$ cat src/rtl/reaction_session.sv
// Multi-round session controller for the reaction-timer engine.
// Runs ROUNDS attempts, classifies outcomes and accumulates statistics.
module reaction_session #(
  parameter int ROUNDS = 5,
  parameter int TICK_W = 28,
  parameter int SUM_W  = 32
) (
  input  logic              i_clk_50m,
  input  logic              i_rst,
  input  logic              i_start,
  input  logic              i_abort,
  input  logic [2:0]        i_rt_state,
  input  logic [TICK_W-1:0] i_rt_ticks,
  output logic              o_rt_rst,
  output logic              o_busy,
  output logic              o_done,
  output logic              o_aborted,
  output logic [3:0]        o_round,
  output logic [3:0]        o_valid_cnt,
  output logic [3:0]        o_early_cnt,
  output logic [3:0]        o_late_cnt,
  output logic [TICK_W-1:0] o_best,
  output logic [SUM_W-1:0]  o_sum
);

  typedef enum logic [1:0] {
    S_IDLE, S_RUN, S_WAIT, S_DONE
  } state_t;

  localparam logic [2:0] RT_IDLE  = 3'b000;
  localparam logic [2:0] RT_LATE  = 3'b011;
  localparam logic [2:0] RT_EARLY = 3'b110;
  localparam logic [2:0] RT_VALID = 3'b100;
  localparam logic [3:0] LAST     = 4'(ROUNDS);

  state_t     state, state_nxt;
  logic [2:0] prev_rt;
  logic       is_outcome;
  logic       evt;
  logic       start_ok;
  logic [SUM_W:0]   sum_ext;
  logic [SUM_W-1:0] sum_sat;

  assign is_outcome = (i_rt_state == RT_VALID) ||
                      (i_rt_state == RT_EARLY) ||
                      (i_rt_state == RT_LATE);
  // Abort always beats a same-cycle outcome or start.
  assign evt = (state == S_RUN) && is_outcome &&
               (prev_rt != i_rt_state) && !i_abort;
  assign start_ok = (state == S_IDLE) && i_start && !i_abort;

  assign sum_ext = {1'b0, o_sum} + (SUM_W+1)'(i_rt_ticks);
  assign sum_sat = sum_ext[SUM_W] ? '1 : sum_ext[SUM_W-1:0];

  // State register and engine-state history for edge detection.
  always_ff @(posedge i_clk_50m) begin
    if (i_rst) begin
      state   <= S_IDLE;
      prev_rt <= RT_IDLE;
    end else begin
      state   <= state_nxt;
      prev_rt <= i_rt_state;
    end
  end

  // Next-state logic and state-decoded outputs.
  always_comb begin
    state_nxt = state;
    o_rt_rst  = 1'b1;
    o_busy    = 1'b0;
    o_done    = 1'b0;
    unique case (state)
      S_IDLE: begin
        if (start_ok) state_nxt = S_RUN;
      end
      S_RUN: begin
        o_rt_rst = 1'b0;
        o_busy   = 1'b1;
        if (i_abort) state_nxt = S_IDLE;
        else if (evt) state_nxt = S_WAIT;
      end
      S_WAIT: begin
        o_rt_rst = 1'b0;
        o_busy   = 1'b1;
        if (i_abort)
          state_nxt = S_IDLE;
        else if (i_rt_state == RT_IDLE)
          state_nxt = (o_round == LAST) ? S_DONE : S_RUN;
      end
      S_DONE: begin
        o_done    = 1'b1;
        state_nxt = S_IDLE;
      end
      default: state_nxt = S_IDLE;
    endcase
  end

  // Session statistics: cleared on accepted start, updated per event.
  always_ff @(posedge i_clk_50m) begin
    if (i_rst) begin
      o_aborted   <= 1'b0;
      o_round     <= '0;
      o_valid_cnt <= '0;
      o_early_cnt <= '0;
      o_late_cnt  <= '0;
      o_best      <= '1;
      o_sum       <= '0;
    end else if (start_ok) begin
      o_aborted   <= 1'b0;
      o_round     <= '0;
      o_valid_cnt <= '0;
      o_early_cnt <= '0;
      o_late_cnt  <= '0;
      o_best      <= '1;
      o_sum       <= '0;
    end else begin
      if (i_abort) o_aborted <= 1'b1;
      if (evt) begin
        o_round <= o_round + 4'd1;
        if (i_rt_state == RT_VALID) begin
          o_valid_cnt <= o_valid_cnt + 4'd1;
          o_sum       <= sum_sat;
          if (i_rt_ticks < o_best) o_best <= i_rt_ticks;
        end
        if (i_rt_state == RT_EARLY)
          o_early_cnt <= o_early_cnt + 4'd1;
        if (i_rt_state == RT_LATE)
          o_late_cnt <= o_late_cnt + 4'd1;
      end
    end
  end

endmodule

$ cat config.mk
export PLATFORM = sky130hd
export DESIGN_NAME = reaction_session
export DESIGN_NICKNAME = d
export VERILOG_FILES = /design/src/rtl/reaction_session.sv
export SDC_FILE = /design/constraint.sdc
export NUM_CORES = 1
export LEC_CHECK = 0
export ABC_AREA = 1
export CAP_MARGIN = 20
export CORE_MARGIN = 2
export CORE_UTILIZATION = 30
export CTS_BUF_LIST = sky130_fd_sc_hd__clkbuf_4 sky130_fd_sc_hd__clkbuf_8
export DETAILED_ROUTE_END_ITERATION = 8
export GPL_TIMING_DRIVEN = 0
export PLACE_DENSITY = 0.53
export SLEW_MARGIN = 5
export SYNTH_ARGS = -nofsm -noshare
export SYNTH_HDL_FRONTEND = slang
export SYNTH_SLANG_ARGS = --single-unit
$ cat constraint.sdc
create_clock -name i_clk_50m -period 4.4 [get_ports i_clk_50m]
set_input_delay 0.66 -clock i_clk_50m [delete_from_list [all_inputs] [get_ports i_clk_50m]]
set_output_delay 0.66 -clock i_clk_50m [all_outputs]
set_load 0.02 [all_outputs]
; Word-level counts from Yosys, hierarchy flattened
; Index checks and enable logic that the tools add are counted.
[word_totals]
regBits = 82
latch_bits = 0
ram_bits = 0
romBits = 0
output_inout_bits = 80
memories = 0
[op_classes]
n_addsub = 5
multipliers = 0
div_mod_pow = 0
n_lt_le_gt_ge = 1
eq_ne = 11
shifts = 0
n_mux = 11
bitwise = 0
reduce_logical = 17
[op_table]
columns = op, n
row1 = 32-bit by 28-bit adder with 33-bit output, 1
row2 = 32-bit 2-to-1 mux, 1
row3 = 28-bit < comparator, 1
row4 = "4-bit by 1-bit adder with 4-bit output, second input constant", 4
row5 = 2-bit 2-to-1 mux, 6
row6 = 2-bit one-hot mux with 4 select lines, 1
row7 = "3-bit equality test, second input constant", 2
row8 = "3-bit != test, second input constant", 2
row9 = 2-bit AND reduction, 3
row10 = 3-bit AND reduction, 2
row11 = 1-bit logical AND, 5
row12 = "2-bit equality test, second input constant", 2
row13 = "4-bit by 3-bit equality test with 1-bit output, second input constant", 1
row14 = 2-bit OR reduction, 2
row15 = "3-bit by 2-bit equality test with 1-bit output, second input constant", 1
row16 = 3-bit zero test, 1
row17 = 1-bit 2-to-1 mux, 3
row18 = 3-bit != test, 1
row19 = "2-bit by 1-bit equality test with 1-bit output, second input constant", 1
row20 = 2-bit zero test, 1
row21 = 1-bit logical OR, 2
row22 = "2-bit != test, second input constant", 1
row23 = 1-bit zero test, 1

; Logic depth before layout (Yosys ltp)
[logic_depth]
ltp_word = 9
ltp_mapped = 15

; Least setup slack after synthesis
; Ideal clock, no wire load.
[synth_path]
path_kind = input to register
from = input i_rt_ticks[0]
to = register o_sum[17]
setup_time_ps = 117
arrival_ps = 2229
required_time_ps = 4283
setup_slack_ps = 2054
path_stages = 13
path_buffers = 1
cell_sequence = ha_1 -> fa_1 -> nand2_1 -> nand2_1 -> nand3_1 -> nand2_1 -> nand2_1 -> nand2_1 -> nand2_1 -> nand3_2 -> buf_4 -> nor2_1 -> nor2_1
[synth_between]
elab_chain_cells = 2
[synth_rtl]
columns = item, line_no
row1 = start: declaration, 13  ; input logic [TICK_W-1:0] i_rt_ticks,
row2 = 32-bit by 28-bit adder with 33-bit output, 52  ; assign sum_ext = {1'b0, o_sum} + (SUM_W+1)'(i_rt_ticks);
row3 = 32-bit 2-to-1 mux, 53  ; assign sum_sat = sum_ext[SUM_W] ? '1 : sum_ext[SUM_W-1:0];
row4 = end signal: assignment, 122  ; o_sum <= sum_sat;
row5 = end: declaration, 23  ; output logic [SUM_W-1:0] o_sum
; No other way between the ends.
; A chain may end at the register's enable or synchronous reset.

; Worst setup path in the final report
[layout_path]
from = input i_rt_ticks[0]
to = register o_sum[26]
; The elaborated chain is that of the path after synthesis.

==> out/results.tsv <==
stage	metric	value	unit
setup_path	worstSetupStartpointType	input port	
clock_network	clockBufferDepth	2	
detailed_routing	via_count	6333	
sta	fin_skew	0.0147	ns
die	initial_core_util	0.307	
logic_synthesis	yosysWarnings	0	
detailed_routing	dr.first_iter.drc_count	336	
clock_network	h-tree-depth	3	
logic_synthesis	netlist.area_leader.share	0.265	
setup_path	cp_data_arrival_time	3.11	ns
logic_synthesis	synth_seq_area_share	0.265	
clock_network	root_buffer	clkbuf_8	
clock_network	clk_pin_slew	0.08	ns
clock_network	clk_latency	0.38	ns
clock_network	cts_tree	built	
power_and_ir_drop	switching_power	0.542	mW
layout	area_growth	26.9	%
global_route	grt_pass1_wl	31000	microns
global_route	grt_max_degree	14	
power_and_ir_drop	p_int	1.18	mW
sta	worstMarginPinSlew	0.690	ns
sta	relSlewSlack	0.538	
place	io_buffers	114	
detailed_routing	wl_per_cell	13.6	microns
detailed_routing	vias_per_cell	4.55	
logic_synthesis	async_flop_share	0	
global_route	antenna_found_initial	0	
die	std_cell_rows	52	
sta	report.final.hold_viol_count	0	
detailed_routing	routed_wl	19000	microns
hold_path	hold_path_depth	2	
logic_synthesis	yosysTopAreaCell	dfxtp_1	
global_route	grt_pass1_vias	6104	
setup_path	timing.reg2reg.worst_path_depth	13	
clock_network	cts_num_sinks	82	
setup_path	path_class	in2reg	
logic_synthesis	synth_nets	1095	
logic_synthesis	ys.flop_type	dfxtp_1	
die	dieArea	0.0218	sq mm
detailed_routing	drt_pass1_iterations	5	
logic_synthesis	yosys-top-cells-area	dfxtp_1, nand2_1, ha_1	
power_and_ir_drop	power_density	218	mW/mm^2
sta	timing_max_transition_violations_final	0	
logic_synthesis	synth_edf_count	0	
detailed_routing	drc_errors	0	
setup_path	crit_required	4.66	ns
die	die_w	148	microns
clock_network	cts_hold_buf	0	
detailed_routing	ant_nets	0	
global_route	grt.total_usage	0.178	
job	maxCapViolations	0	
clock_network	cts_buffers	9	
die	die_h	148	microns
layout	n_antenna_cell	0	
layout	fin_cells	1393	
clock_network	cts_resized	0	
logic_synthesis	syn_inst	994	
sta	fin_crit_sh	0.649	
clock_network	post-cts-setup-buffers	0	
place	place_inst	1378	
sta	min_period	2.85	ns
power_and_ir_drop	p_leak	4.24	nW
place	hpwl	15300	microns
status	status	finished, final reports clean	
layout	drive_above_1_share	0.0401	
die	coreArea	0.0202	sq mm
global_route	grt.overflow.total	0	
die	io_pins	115	
hold_path	hp-class	reg2reg	
power_and_ir_drop	power_frac_clock	0.335	
layout	fin_nets	1220	
logic_synthesis	syn_avg_cell_area	6.24	sq um
logic_synthesis	ys_ff_latch	82	
logic_synthesis	synthesis.area	0.00620	sq mm
sta	fin_tns_setup	0	ns
sta	setup_violations	0	
place	gp_congestion	0.930	
power_and_ir_drop	comb_power_share	0.215	
logic_synthesis	ys_types	35	
setup_path	r2r_slack	1.99	ns
power_and_ir_drop	seq_power_share	0.449	
sta	rsz0062_at_grt	false	
sta	max_freq	350	MHz
power_and_ir_drop	p_sw_frac	0.315	
setup_path	critPathCaptureType	register	
power_and_ir_drop	irDropWorstVdd	0.287	mV
setup_path	path_max_fanout	10	
-- registers in the layout (all words and copies together) (netlist names), 2 cells and up --
name         count
o_sum           32
prev_rt          3
o_valid_cnt      4
o_best          28
state            2
o_early_cnt      4
o_round          4
o_late_cnt       4
-- cells in the mapped netlist (6+ instances only) --
cell	count
xor2_1	12
nand2_1	280
nand4_1	37
buf_2	10
nor2_1	127
o21ai_0	40
inv_1	164
dfxtp_1	82
ha_1	65
nor3_1	13
clkbuf_1	6
a21oi_1	45
nand3_1	70
-- routing by layer --
| layer | global-route usage | vias to the layer above | share of wire |
|---|---|---|---|
| met5 | 0 | - | 0 |
| li1 | - | 3409 | - |
| met1 | 0.233 | 2774 | 0.49 |
| met4 | 0.0438 | 0 | 0.014 |
| met3 | 0.0414 | 14 | 0.052 |
| met2 | 0.297 | 136 | 0.44 |
-- worst paths after layout --
| path | start | end |
|---|---|---|
| worst min-delay path | o_valid_cnt[3]$_SDFFE_PP0P_ | o_valid_cnt[3]$_SDFFE_PP0P_ |
| worst max register to register | o_sum[0]$_SDFFE_PP0P_ | o_sum[26]$_SDFFE_PP0P_ |
| worst min register to register | o_valid_cnt[3]$_SDFFE_PP0P_ | o_valid_cnt[3]$_SDFFE_PP0P_ |
| worst max-delay path | i_rt_ticks[0] | o_sum[26]$_SDFFE_PP0P_ |
-- cells in the final DEF (no fill, tap or decap), drive strengths merged, types with 12 or more instances in the layout --
cell type,Yosys,layout
o21ai,40,40
nand2,280,280
buf,19,19
clkdlybuf4s50,0,114
nor2,128,128
nor3,14,14
nand4,38,38
clkbuf,6,16
xor2,12,12
a21oi,45,45
dfxtp,82,82
inv,167,167
nand3,73,73
ha,65,65
-- critical path: stages --
cell and delay, ns:
clkdlybuf4s50_1 0.46, ha_1 0.25, fa_1 0.41, nand2_1 0.07
nand2_1 0.09, nand3_1 0.10, nand2_1 0.11, nand2_1 0.11
nand2_1 0.09, nand2_1 0.10, nand3_2 0.20, buf_4 0.27
nor2_1 0.14, nor2_1 0.05
-- cell type report --
cell class / instances / area [sq um]
Fill cell: 2191 / 12400
Inverter: 167 / 627
Sequential cell: 82 / 1640
Buffer: 25 / 151
Timing Repair Buffer: 114 / 1140
Multi-Input combinational cell: 720 / 3780
Tap cell: 270 / 338
Clock buffer: 10 / 138
Clock inverter: 5 / 55.1
-- stage by stage --
stage | total power, mW | area, sq um | setup WS (ns) | hold WS [ns] | util
2_1_floorplan | 1.01 | 6200 | 2.05 | 0.474 | -
3_3_place_gp | 1.16 | 7680 | 1.16 | 0.451 | 0.380
3_5_place_dp | 1.16 | 7680 | 1.13 | 0.452 | 0.380
4_1_cts | 1.75 | 7880 | 1.54 | 0.470 | 0.389
5_1_grt | 1.82 | 7880 | 1.29 | 0.504 | 0.389
6_report | 1.72 | 7880 | 1.55 | 0.466 | 0.389
-- cells by family (layout without fill, tap and decap cells) --
kind of cell | Yosys count | count (layout) | share of synthesized area
DFF | 82 | 82 | 0.265
AOI/OAI and AO/OA | 98 | 98 | 0.0849
buffers and inverters | 192 | 321 | 0.125
xor gates and xnor gates | 15 | 15 | 0.0212
and+or+nand+nor | 541 | 541 | 0.370
adders and majority gates | 66 | 66 | 0.134
-- power groups by stage --
stage,clock network (mW),registers (mW),logic (mW)
floorplan,0,0.796,0.215
global placement,0,0.790,0.371
detailed placement,0,0.790,0.372
CTS,0.604,0.773,0.374
global route,0.629,0.776,0.413
finish,0.577,0.773,0.370
Power figures use the tool's default switching activity.
